[config.mk]
export PLATFORM = sky130hd
export DESIGN_NAME = control_sequencer_flat
export DESIGN_NICKNAME = d
export VERILOG_FILES = /design/src/rtl/control_sequencer_if.sv /design/src/rtl/control_sequencer.sv /design/src/flat_wrapper.sv
export SDC_FILE = /design/constraint.sdc
export NUM_CORES = 1
export LEC_CHECK = 0
export ABC_AREA = 1
export ABC_CLOCK_PERIOD_IN_PS = 1350
export BUFFER_PORTS_ARGS = -buffer_cell sky130_fd_sc_hd__buf_2
export CAP_MARGIN = 20
export CORE_MARGIN = 2
export CORE_UTILIZATION = 36
export DETAILED_ROUTE_END_ITERATION = 10
export PLACE_DENSITY = 0.75
export SLEW_MARGIN = 0
export SYNTH_ARGS = -nofsm -noshare
export SYNTH_HDL_FRONTEND = slang
export SYNTH_SLANG_ARGS = --single-unit
[constraint.sdc]
create_clock -name clock -period 1.35 [get_ports clock]
set_clock_uncertainty 0.15 [all_clocks]
set_input_delay 0.27 -clock clock [delete_from_list [all_inputs] [get_ports clock]]
set_output_delay 0.27 -clock clock [all_outputs]
set_load 0.01 [all_outputs]
[src/rtl/control_sequencer_if.sv]
// Control bundle between the mini-SRC control sequencer and its datapath.
// The sequencer owns every control strobe; the datapath supplies IR and the CON flag.
interface control_sequencer_if;
  logic [31:0] ir;
  logic        con;

  // Bus source selects
  logic        PCout;
  logic        ZLowout;
  logic        MDRout;
  logic        Cout;

  // Register loads
  logic        MAR_enable;
  logic        Z_low_enable;
  logic        PC_enable;
  logic        MDR_enable;
  logic        IR_enable;
  logic        Y_enable;
  logic        IncPC;

  // Memory strobes
  logic        Read;
  logic        Write;

  // IR-field register select logic
  logic        GRA;
  logic        GRB;
  logic        GRC;
  logic        Rin;
  logic        Rout;
  logic        BAout;
  logic        CON_in;

  logic [4:0]  operation;
  logic        running;
  logic        illegal_op;

  modport master (
    input  ir, con,
    output PCout, ZLowout, MDRout, Cout,
    output MAR_enable, Z_low_enable, PC_enable, MDR_enable, IR_enable, Y_enable, IncPC,
    output Read, Write,
    output GRA, GRB, GRC, Rin, Rout, BAout, CON_in,
    output operation, running, illegal_op
  );

  modport slave (
    output ir, con,
    input  PCout, ZLowout, MDRout, Cout,
    input  MAR_enable, Z_low_enable, PC_enable, MDR_enable, IR_enable, Y_enable, IncPC,
    input  Read, Write,
    input  GRA, GRB, GRC, Rin, Rout, BAout, CON_in,
    input  operation, running, illegal_op
  );
endinterface

[src/rtl/control_sequencer.sv]
// Moore control sequencer for the mini-SRC CPU: fetch, per-opcode execute T-states,
// back to fetch; halt parks the machine until clear.
module control_sequencer #(
  parameter int unsigned MEM_WAIT = 1,
  parameter logic [4:0]  OP_ADD   = 5'b00011
) (
  input logic                 clock,
  input logic                 clear,
  control_sequencer_if.master bus
);

  localparam logic [3:0] RESET = 4'd0;
  localparam logic [3:0] T0    = 4'd1;
  localparam logic [3:0] T1    = 4'd2;
  localparam logic [3:0] T2    = 4'd3;
  localparam logic [3:0] T2B   = 4'd4;
  localparam logic [3:0] T3    = 4'd5;
  localparam logic [3:0] T4    = 4'd6;
  localparam logic [3:0] T5    = 4'd7;
  localparam logic [3:0] T6    = 4'd8;
  localparam logic [3:0] T7    = 4'd9;
  localparam logic [3:0] T8    = 4'd10;
  localparam logic [3:0] HALT  = 4'd11;

  localparam logic [4:0] OpLd   = 5'b00000;
  localparam logic [4:0] OpLdi  = 5'b00001;
  localparam logic [4:0] OpSt   = 5'b00010;
  localparam logic [4:0] OpAddi = 5'b01100;
  localparam logic [4:0] OpAndi = 5'b01101;
  localparam logic [4:0] OpOri  = 5'b01110;
  localparam logic [4:0] OpBr   = 5'b10011;
  localparam logic [4:0] OpNop  = 5'b11010;
  localparam logic [4:0] OpHalt = 5'b11011;

  // ALU codes the immediate forms map onto (add / and / or)
  localparam logic [4:0] AluAdd = 5'b00011;
  localparam logic [4:0] AluAnd = 5'b00101;
  localparam logic [4:0] AluOr  = 5'b00110;

  localparam logic [1:0] WaitLoad = 2'(MEM_WAIT);

  logic [3:0] state_q, state_d;
  logic [1:0] wait_q, wait_d;

  logic [4:0] opcode;
  logic       is_ld, is_ldi, is_st, is_rtype, is_imm, is_br, is_nop, is_halt, is_legal;
  logic [4:0] imm_op;
  logic       unused_ir;

  assign opcode    = bus.ir[31:27];
  assign unused_ir = ^bus.ir[26:0];

  // Opcode class decode
  always_comb begin
    is_ld    = (opcode == OpLd);
    is_ldi   = (opcode == OpLdi);
    is_st    = (opcode == OpSt);
    is_rtype = (opcode >= 5'b00011) && (opcode <= 5'b01011);
    is_imm   = (opcode == OpAddi) || (opcode == OpAndi) || (opcode == OpOri);
    is_br    = (opcode == OpBr);
    is_nop   = (opcode == OpNop);
    is_halt  = (opcode == OpHalt);
    is_legal = is_ld | is_ldi | is_st | is_rtype | is_imm | is_br | is_nop | is_halt;
    imm_op   = AluAdd;
    if (opcode == OpAndi) imm_op = AluAnd;
    if (opcode == OpOri)  imm_op = AluOr;
  end

  // State and wait-counter registers; clear forces RESET immediately
  always_ff @(posedge clock or posedge clear) begin
    if (clear) begin
      state_q <= RESET;
      wait_q  <= 2'd0;
    end else begin
      state_q <= state_d;
      wait_q  <= wait_d;
    end
  end

  // Next-state and wait-counter update
  always_comb begin
    state_d = state_q;
    wait_d  = wait_q;
    case (state_q)
      RESET: state_d = T0;
      T0: begin
        state_d = T1;
        wait_d  = WaitLoad;
      end
      T1: begin
        if (wait_q == 2'd0) begin
          state_d = T2;
        end else begin
          wait_d = wait_q - 2'd1;
        end
      end
      T2:  state_d = T2B;
      T2B: state_d = T3;
      T3: begin
        if (is_halt) begin
          state_d = HALT;
        end else if (is_ld | is_ldi | is_st | is_rtype | is_imm | is_br) begin
          state_d = T4;
        end else begin
          state_d = T0; // nop and illegal opcodes
        end
      end
      T4: state_d = T5;
      T5: begin
        // Counter only matters for the ld memory read in T6
        wait_d  = WaitLoad;
        state_d = (is_ld | is_st | is_br) ? T6 : T0;
      end
      T6: begin
        if (is_ld) begin
          if (wait_q == 2'd0) begin
            state_d = T7;
          end else begin
            wait_d = wait_q - 2'd1;
          end
        end else if (is_st) begin
          state_d = T7;
        end else begin
          state_d = T0;
        end
      end
      T7:      state_d = is_ld ? T8 : T0;
      T8:      state_d = T0;
      HALT:    state_d = HALT;
      default: state_d = RESET;
    endcase
  end

  // Moore output decode; con only matters in the branch T6 state
  always_comb begin
    bus.PCout        = 1'b0;
    bus.ZLowout      = 1'b0;
    bus.MDRout       = 1'b0;
    bus.Cout         = 1'b0;
    bus.MAR_enable   = 1'b0;
    bus.Z_low_enable = 1'b0;
    bus.PC_enable    = 1'b0;
    bus.MDR_enable   = 1'b0;
    bus.IR_enable    = 1'b0;
    bus.Y_enable     = 1'b0;
    bus.IncPC        = 1'b0;
    bus.Read         = 1'b0;
    bus.Write        = 1'b0;
    bus.GRA          = 1'b0;
    bus.GRB          = 1'b0;
    bus.GRC          = 1'b0;
    bus.Rin          = 1'b0;
    bus.Rout         = 1'b0;
    bus.BAout        = 1'b0;
    bus.CON_in       = 1'b0;
    bus.operation    = 5'b00000;
    bus.illegal_op   = 1'b0;
    bus.running      = (state_q != RESET) && (state_q != HALT);
    case (state_q)
      T0: begin
        bus.PCout      = 1'b1;
        bus.MAR_enable = 1'b1;
        bus.PC_enable  = 1'b1;
        bus.IncPC      = 1'b1;
      end
      T1: bus.Read = 1'b1;
      T2: begin
        bus.Read       = 1'b1;
        bus.MDR_enable = 1'b1;
      end
      T2B: begin
        bus.MDRout    = 1'b1;
        bus.IR_enable = 1'b1;
      end
      T3: begin
        if (is_ld | is_ldi | is_st) begin
          bus.GRB      = 1'b1;
          bus.BAout    = 1'b1;
          bus.Y_enable = 1'b1;
        end else if (is_rtype | is_imm) begin
          bus.GRB      = 1'b1;
          bus.Rout     = 1'b1;
          bus.Y_enable = 1'b1;
        end else if (is_br) begin
          bus.GRA    = 1'b1;
          bus.Rout   = 1'b1;
          bus.CON_in = 1'b1;
        end else if (!is_legal) begin
          bus.illegal_op = 1'b1;
        end
      end
      T4: begin
        if (is_ld | is_ldi | is_st) begin
          bus.Cout         = 1'b1;
          bus.operation    = OP_ADD;
          bus.Z_low_enable = 1'b1;
        end else if (is_rtype) begin
          bus.GRC          = 1'b1;
          bus.Rout         = 1'b1;
          bus.operation    = opcode;
          bus.Z_low_enable = 1'b1;
        end else if (is_imm) begin
          bus.Cout         = 1'b1;
          bus.operation    = imm_op;
          bus.Z_low_enable = 1'b1;
        end else if (is_br) begin
          bus.PCout    = 1'b1;
          bus.Y_enable = 1'b1;
        end
      end
      T5: begin
        if (is_ld | is_st) begin
          bus.ZLowout    = 1'b1;
          bus.MAR_enable = 1'b1;
        end else if (is_ldi | is_rtype | is_imm) begin
          bus.ZLowout = 1'b1;
          bus.GRA     = 1'b1;
          bus.Rin     = 1'b1;
        end else if (is_br) begin
          bus.Cout         = 1'b1;
          bus.operation    = OP_ADD;
          bus.Z_low_enable = 1'b1;
        end
      end
      T6: begin
        if (is_ld) begin
          bus.Read = 1'b1;
        end else if (is_st) begin
          // Read stays low so MDR loads from the bus, not memory
          bus.GRA        = 1'b1;
          bus.Rout       = 1'b1;
          bus.MDR_enable = 1'b1;
        end else if (is_br && bus.con) begin
          bus.ZLowout   = 1'b1;
          bus.PC_enable = 1'b1;
        end
      end
      T7: begin
        if (is_ld) begin
          bus.Read       = 1'b1;
          bus.MDR_enable = 1'b1;
        end else if (is_st) begin
          bus.Write = 1'b1;
        end
      end
      T8: begin
        bus.MDRout = 1'b1;
        bus.GRA    = 1'b1;
        bus.Rin    = 1'b1;
      end
      default: ;
    endcase
  end

endmodule
[src/flat_wrapper.sv]
// flat-port wrapper written by rule: the top's interface ports become plain ports
module control_sequencer_flat 
#(
  parameter int unsigned MEM_WAIT = 1,
  parameter logic [4:0]  OP_ADD   = 5'b00011
)
  (clock, clear, bus_ir, bus_con, bus_PCout, bus_ZLowout, bus_MDRout, bus_Cout, bus_MAR_enable, bus_Z_low_enable, bus_PC_enable, bus_MDR_enable, bus_IR_enable, bus_Y_enable, bus_IncPC, bus_Read, bus_Write, bus_GRA, bus_GRB, bus_GRC, bus_Rin, bus_Rout, bus_BAout, bus_CON_in, bus_operation, bus_running, bus_illegal_op);
  control_sequencer_if bus_i ();
  input logic clock;
  input logic clear;
  input wire logic [$bits(bus_i.ir)-1:0] bus_ir;
  input wire logic [$bits(bus_i.con)-1:0] bus_con;
  output wire logic [$bits(bus_i.PCout)-1:0] bus_PCout;
  output wire logic [$bits(bus_i.ZLowout)-1:0] bus_ZLowout;
  output wire logic [$bits(bus_i.MDRout)-1:0] bus_MDRout;
  output wire logic [$bits(bus_i.Cout)-1:0] bus_Cout;
  output wire logic [$bits(bus_i.MAR_enable)-1:0] bus_MAR_enable;
  output wire logic [$bits(bus_i.Z_low_enable)-1:0] bus_Z_low_enable;
  output wire logic [$bits(bus_i.PC_enable)-1:0] bus_PC_enable;
  output wire logic [$bits(bus_i.MDR_enable)-1:0] bus_MDR_enable;
  output wire logic [$bits(bus_i.IR_enable)-1:0] bus_IR_enable;
  output wire logic [$bits(bus_i.Y_enable)-1:0] bus_Y_enable;
  output wire logic [$bits(bus_i.IncPC)-1:0] bus_IncPC;
  output wire logic [$bits(bus_i.Read)-1:0] bus_Read;
  output wire logic [$bits(bus_i.Write)-1:0] bus_Write;
  output wire logic [$bits(bus_i.GRA)-1:0] bus_GRA;
  output wire logic [$bits(bus_i.GRB)-1:0] bus_GRB;
  output wire logic [$bits(bus_i.GRC)-1:0] bus_GRC;
  output wire logic [$bits(bus_i.Rin)-1:0] bus_Rin;
  output wire logic [$bits(bus_i.Rout)-1:0] bus_Rout;
  output wire logic [$bits(bus_i.BAout)-1:0] bus_BAout;
  output wire logic [$bits(bus_i.CON_in)-1:0] bus_CON_in;
  output wire logic [$bits(bus_i.operation)-1:0] bus_operation;
  output wire logic [$bits(bus_i.running)-1:0] bus_running;
  output wire logic [$bits(bus_i.illegal_op)-1:0] bus_illegal_op;
  assign bus_i.ir = bus_ir;
  assign bus_i.con = bus_con;
  assign bus_PCout = bus_i.PCout;
  assign bus_ZLowout = bus_i.ZLowout;
  assign bus_MDRout = bus_i.MDRout;
  assign bus_Cout = bus_i.Cout;
  assign bus_MAR_enable = bus_i.MAR_enable;
  assign bus_Z_low_enable = bus_i.Z_low_enable;
  assign bus_PC_enable = bus_i.PC_enable;
  assign bus_MDR_enable = bus_i.MDR_enable;
  assign bus_IR_enable = bus_i.IR_enable;
  assign bus_Y_enable = bus_i.Y_enable;
  assign bus_IncPC = bus_i.IncPC;
  assign bus_Read = bus_i.Read;
  assign bus_Write = bus_i.Write;
  assign bus_GRA = bus_i.GRA;
  assign bus_GRB = bus_i.GRB;
  assign bus_GRC = bus_i.GRC;
  assign bus_Rin = bus_i.Rin;
  assign bus_Rout = bus_i.Rout;
  assign bus_BAout = bus_i.BAout;
  assign bus_CON_in = bus_i.CON_in;
  assign bus_operation = bus_i.operation;
  assign bus_running = bus_i.running;
  assign bus_illegal_op = bus_i.illegal_op;
  control_sequencer #(.MEM_WAIT(MEM_WAIT), .OP_ADD(OP_ADD)) u_core (.clock(clock), .clear(clear), .bus(bus_i));
endmodule
==> flow_results.org <==
** STA
- Max frequency :: 0.544 GHz
- Period utilisation layout :: 1.36
- Tmin final :: ~1.8 ns
- In the final timing run, aggregate negative setup slack is -11.45 ns.
- Final setup violation count :: 31
- Final Max Slew Viols :: 0
- Final Hold Viols :: 0
- Setup repair after global routing could not meet its margin everywhere.
- Worst setup slack after layout :: -0.488 ns

** Floorplanning
- Die X :: 52.8 um
- Floorplan die area :: 2780 um^2
- Core Area :: roughly 2200 um^2
- The die is 52.8 um tall.
- In this run the count of I/O pins placed on the die edge is 62.
- The floorplan has 17 rows.
- The initial utilization of the core area, before any placement, comes to 0.383.

** Global routing
- Initial antenna violation count :: 0
- Global-route wire length before repair :: 4600 um
- For this run, the total global-route usage over all layers was measured as 0.217.
- The via count of the first global-routing pass was 1,109.
- Remaining Overflow, GRT :: 0
- Maximum number of pins on one net before global-route repair :: 7

** Synthesis
- Biggest area consumer among synthesized cells :: sky130_fd_sc_hd__nand2_1
- The number of nets in the synthesized netlist is 196.
- Synthesis produced 160 cells.
- Yosys printed 0 warnings.
- Register area share after synthesis :: 0.175
- Ys flop type :: sky130_fd_sc_hd__dfrtp_1
- Number of synthesized register bits :: 6
- Counting distinct cell types in the post-synthesis netlist gives 27.
- Post-Syn Area per Cell :: 5.35 um^2
- By area the synthesized netlist is led by sky130_fd_sc_hd__nand2_1 23%, sky130_fd_sc_hd__dfrtp_1 18%, sky130_fd_sc_hd__nand3_1 9.4%, sky130_fd_sc_hd__nor2_1 8.8%, sky130_fd_sc_hd__inv_1 7.9%.
- The mapped netlist covers 856 um^2.
- For this run, asynchronously set or reset flops after synthesis account for 1.00.
- In this run, synthesis inferred 0 flip-flops with an integrated enable.
- Of the post-synthesis cell area, the dominant cell type holds 0.232.

** Critical path
- Crit path max fanout :: 4
- For this run, the slowest stage of the critical path takes 0.44 ns.
- Most common cell on crit path :: sky130_fd_sc_hd__nor2_4
- Data required time at the worst endpoint :: 0.93 ns
- Path type of the worst setup path :: flop to primary output
- STA classifies the critical path startpoint as a flop.
- Sort of element at the end of the critical path :: primary output
- Chain of cells forming the critical path :: nor2_4 > inv_2 > nor2_4 > inv_2 > nor2_4 > nor2_1 > nand3_1 > buf_2
- Cell with the largest stage delay on the worst path :: sky130_fd_sc_hd__dfrtp_2
- Data arrives at the worst endpoint at 1.42 ns.

** Power and ir drop
- Lkg Pwr :: between 0.9 and 1 nW
- The worst-case IR drop observed on VDD is 0.755 mV.
- Areal power density over the cells :: 1370 nW/um^2
- Power comes to 2.12 mW.

** Layout
- Combined area of the multi-input logic cells :: around 720 um^2
- Count of inserted antenna diode cells :: 0
- The area growth from synthesis to layout is 80.8%.
- Sequential Area :: 153 um^2
- Layout cell share with drive strength beyond 1 :: 0.572
- Final cell count without fillers :: 264
- Filler cells :: 215
- Layout Nets :: between 200 and 300
- Once layout is complete, the utilization of the core stands at 0.693.
- Most common cell after layout, fill and taps aside :: sky130_fd_sc_hd__nand2_1
- Most frequent cells in the layout :: 45 x sky130_fd_sc_hd__nand2_1, 38 x sky130_fd_sc_hd__buf_4, 31 x sky130_fd_sc_hd__buf_2

** Clock tree
- Counting along the longest clock path gives a buffer depth of 2.
- TritonCTS created 3 clock buffers.
- CTS tree :: done
- Number of clock sinks :: 6
- After clock tree synthesis, the clock-pin slew on the worst setup and hold paths is about 0.050 ns.
- CTS Root Cell :: sky130_fd_sc_hd__clkbuf_4
- Depth of the CTS H-tree :: 1
- For the worst-skew pair, the clock arrives at the later sink with an insertion delay of 0.25 ns.

** Drt
- WL per Instance :: 10.5 um
- Final Routed Wirelength :: 2780 um
- For this block, the initial DRC count from the detailed router was 25.
- Number of nets with antenna violations after detailed routing :: 0
- Vias per inst :: 4.76
- Summing over every cut layer, the via total after detailed routing is 1,257.
- In the routed design, unresolved DRC markers number 0.
- The first TritonRoute pass finished after 4 iterations.

** Placement
- During placement, the flow inserted port buffers numbering 33.
- Weighted congestion reported at the end of routability-driven placement :: 0.896
- Once placement completed, the tool counted placed cells totaling 256.
- Post-Place Setup Slack :: -0.334 ns
- HPWL after detailed placement :: 2400 um

** Worst hold path
- Class of the most critical hold timing path :: input pin to asynchronous set/reset pin

** Run status
- Failing checks :: negative setup slack
- The run finished, with violations left.

** Flow run
- Max-cap violations in this run came to 0.
metrics by stage:
| step | instance area (um^2) | hold slack [ns] |
|---|---|---|
| 2_1_floorplan | 925 | -0.0890 |
| 3_3_place_gp | 1400 | 0.0376 |
| 3_5_place_dp | 1400 | 0.0372 |
| 4_1_cts | 1500 | 0.316 |
| 5_1_grt | 1550 | 0.353 |
| 6_report | 1550 | 0.319 |
power breakdown:
part	leakage [nW]	switching (mW)	internal, mW	total (mW)
combinational	0.838	0.845	0.791	1.64
sequential	0.0716	0.0729	0.247	0.320
clock	0.0138	0.0649	0.101	0.165
path summary, 6_finish.rpt:
kind / start / end / slack [ns] / cells after the start
setup / recovery: u_core.state_q[3] / bus_GRA / -0.49 / 8
hold reg to reg: u_core.wait_q[1] / u_core.wait_q[1] / 0.35 / 2
setup reg to reg: u_core.state_q[3] / u_core.wait_q[1] / -0.20 / 9
min in group clock: u_core.wait_q[1] / u_core.wait_q[1] / 0.35 / 2
max in group asynchronous: clear / u_core.state_q[3] / 0.53 / 3
hold / removal: clear / u_core.wait_q[0] / 0.32 / 3
cell usage after synthesis (2+ instances only):
cell type                 number
sky130_fd_sc_hd__nor2_4        2
sky130_fd_sc_hd__nor2_1       20
sky130_fd_sc_hd__inv_1        18
sky130_fd_sc_hd__nand2_1      53
sky130_fd_sc_hd__o21ai_1       5
sky130_fd_sc_hd__nand3_2       3
sky130_fd_sc_hd__a21oi_1       2
sky130_fd_sc_hd__inv_2        11
sky130_fd_sc_hd__nand3_1      16
sky130_fd_sc_hd__dfrtp_1       6
sky130_fd_sc_hd__nor2_2        5
sky130_fd_sc_hd__o21ai_0       4
sequential cells by signal, indices dropped and copies added (netlist names):
signal / cells
u_core.state_q: 4
u_core.wait_q: 2
cell families (layout without fill, tap and decap cells):
logic type | count (synthesis) | count (layout) | synth area share
compound gates | 17 | 17 | 0.116
fa+ha+maj | 1 | 1 | 0.0146
buf+inv | 31 | 107 | 0.142
flops | 6 | 6 | 0.175
other cells | 1 | 1 | 0.00438
simple gates | 104 | 104 | 0.548
layout make-up:
cell class,instances,area share
Tap cell,28,0.0226
Sequential cell,6,0.0986
Clock buffer,3,0.0146
Multi-Input combinational cell,123,0.465
Inverter,30,0.0736
Timing Repair Buffer,74,0.326
worst max-delay path, delay by kind of cell, from the launching register on:
kind / cells / cell delay, ns
AND/OR/NAND/NOR: 5 / 0.46
buffers and inverters: 3 / 0.27
flip-flops: 1 / 0.44
per-layer routing:
metal | routed length (um) | GRT usage | up-vias | part of all wire
met3 | 135 | 0.0229 | 6 | 0.049
li1 | - | - | 654 | -
met2 | 1460 | 0.410 | 37 | 0.53
met5 | 0 | 0 | - | 0
met1 | 1130 | 0.260 | 560 | 0.41
met4 | 54 | 0.0427 | 0 | 0.019
repair_timing:
item	4_1_cts	5_1_grt
endpoints found under the setup margin	32	32
buffers inserted	1	3
hold endpoints to repair	6	0
pin swaps	7	3
gates resized for setup	17	8
hold buffers	1	0
No activity file was read; power rests on OpenSTA's default activity.
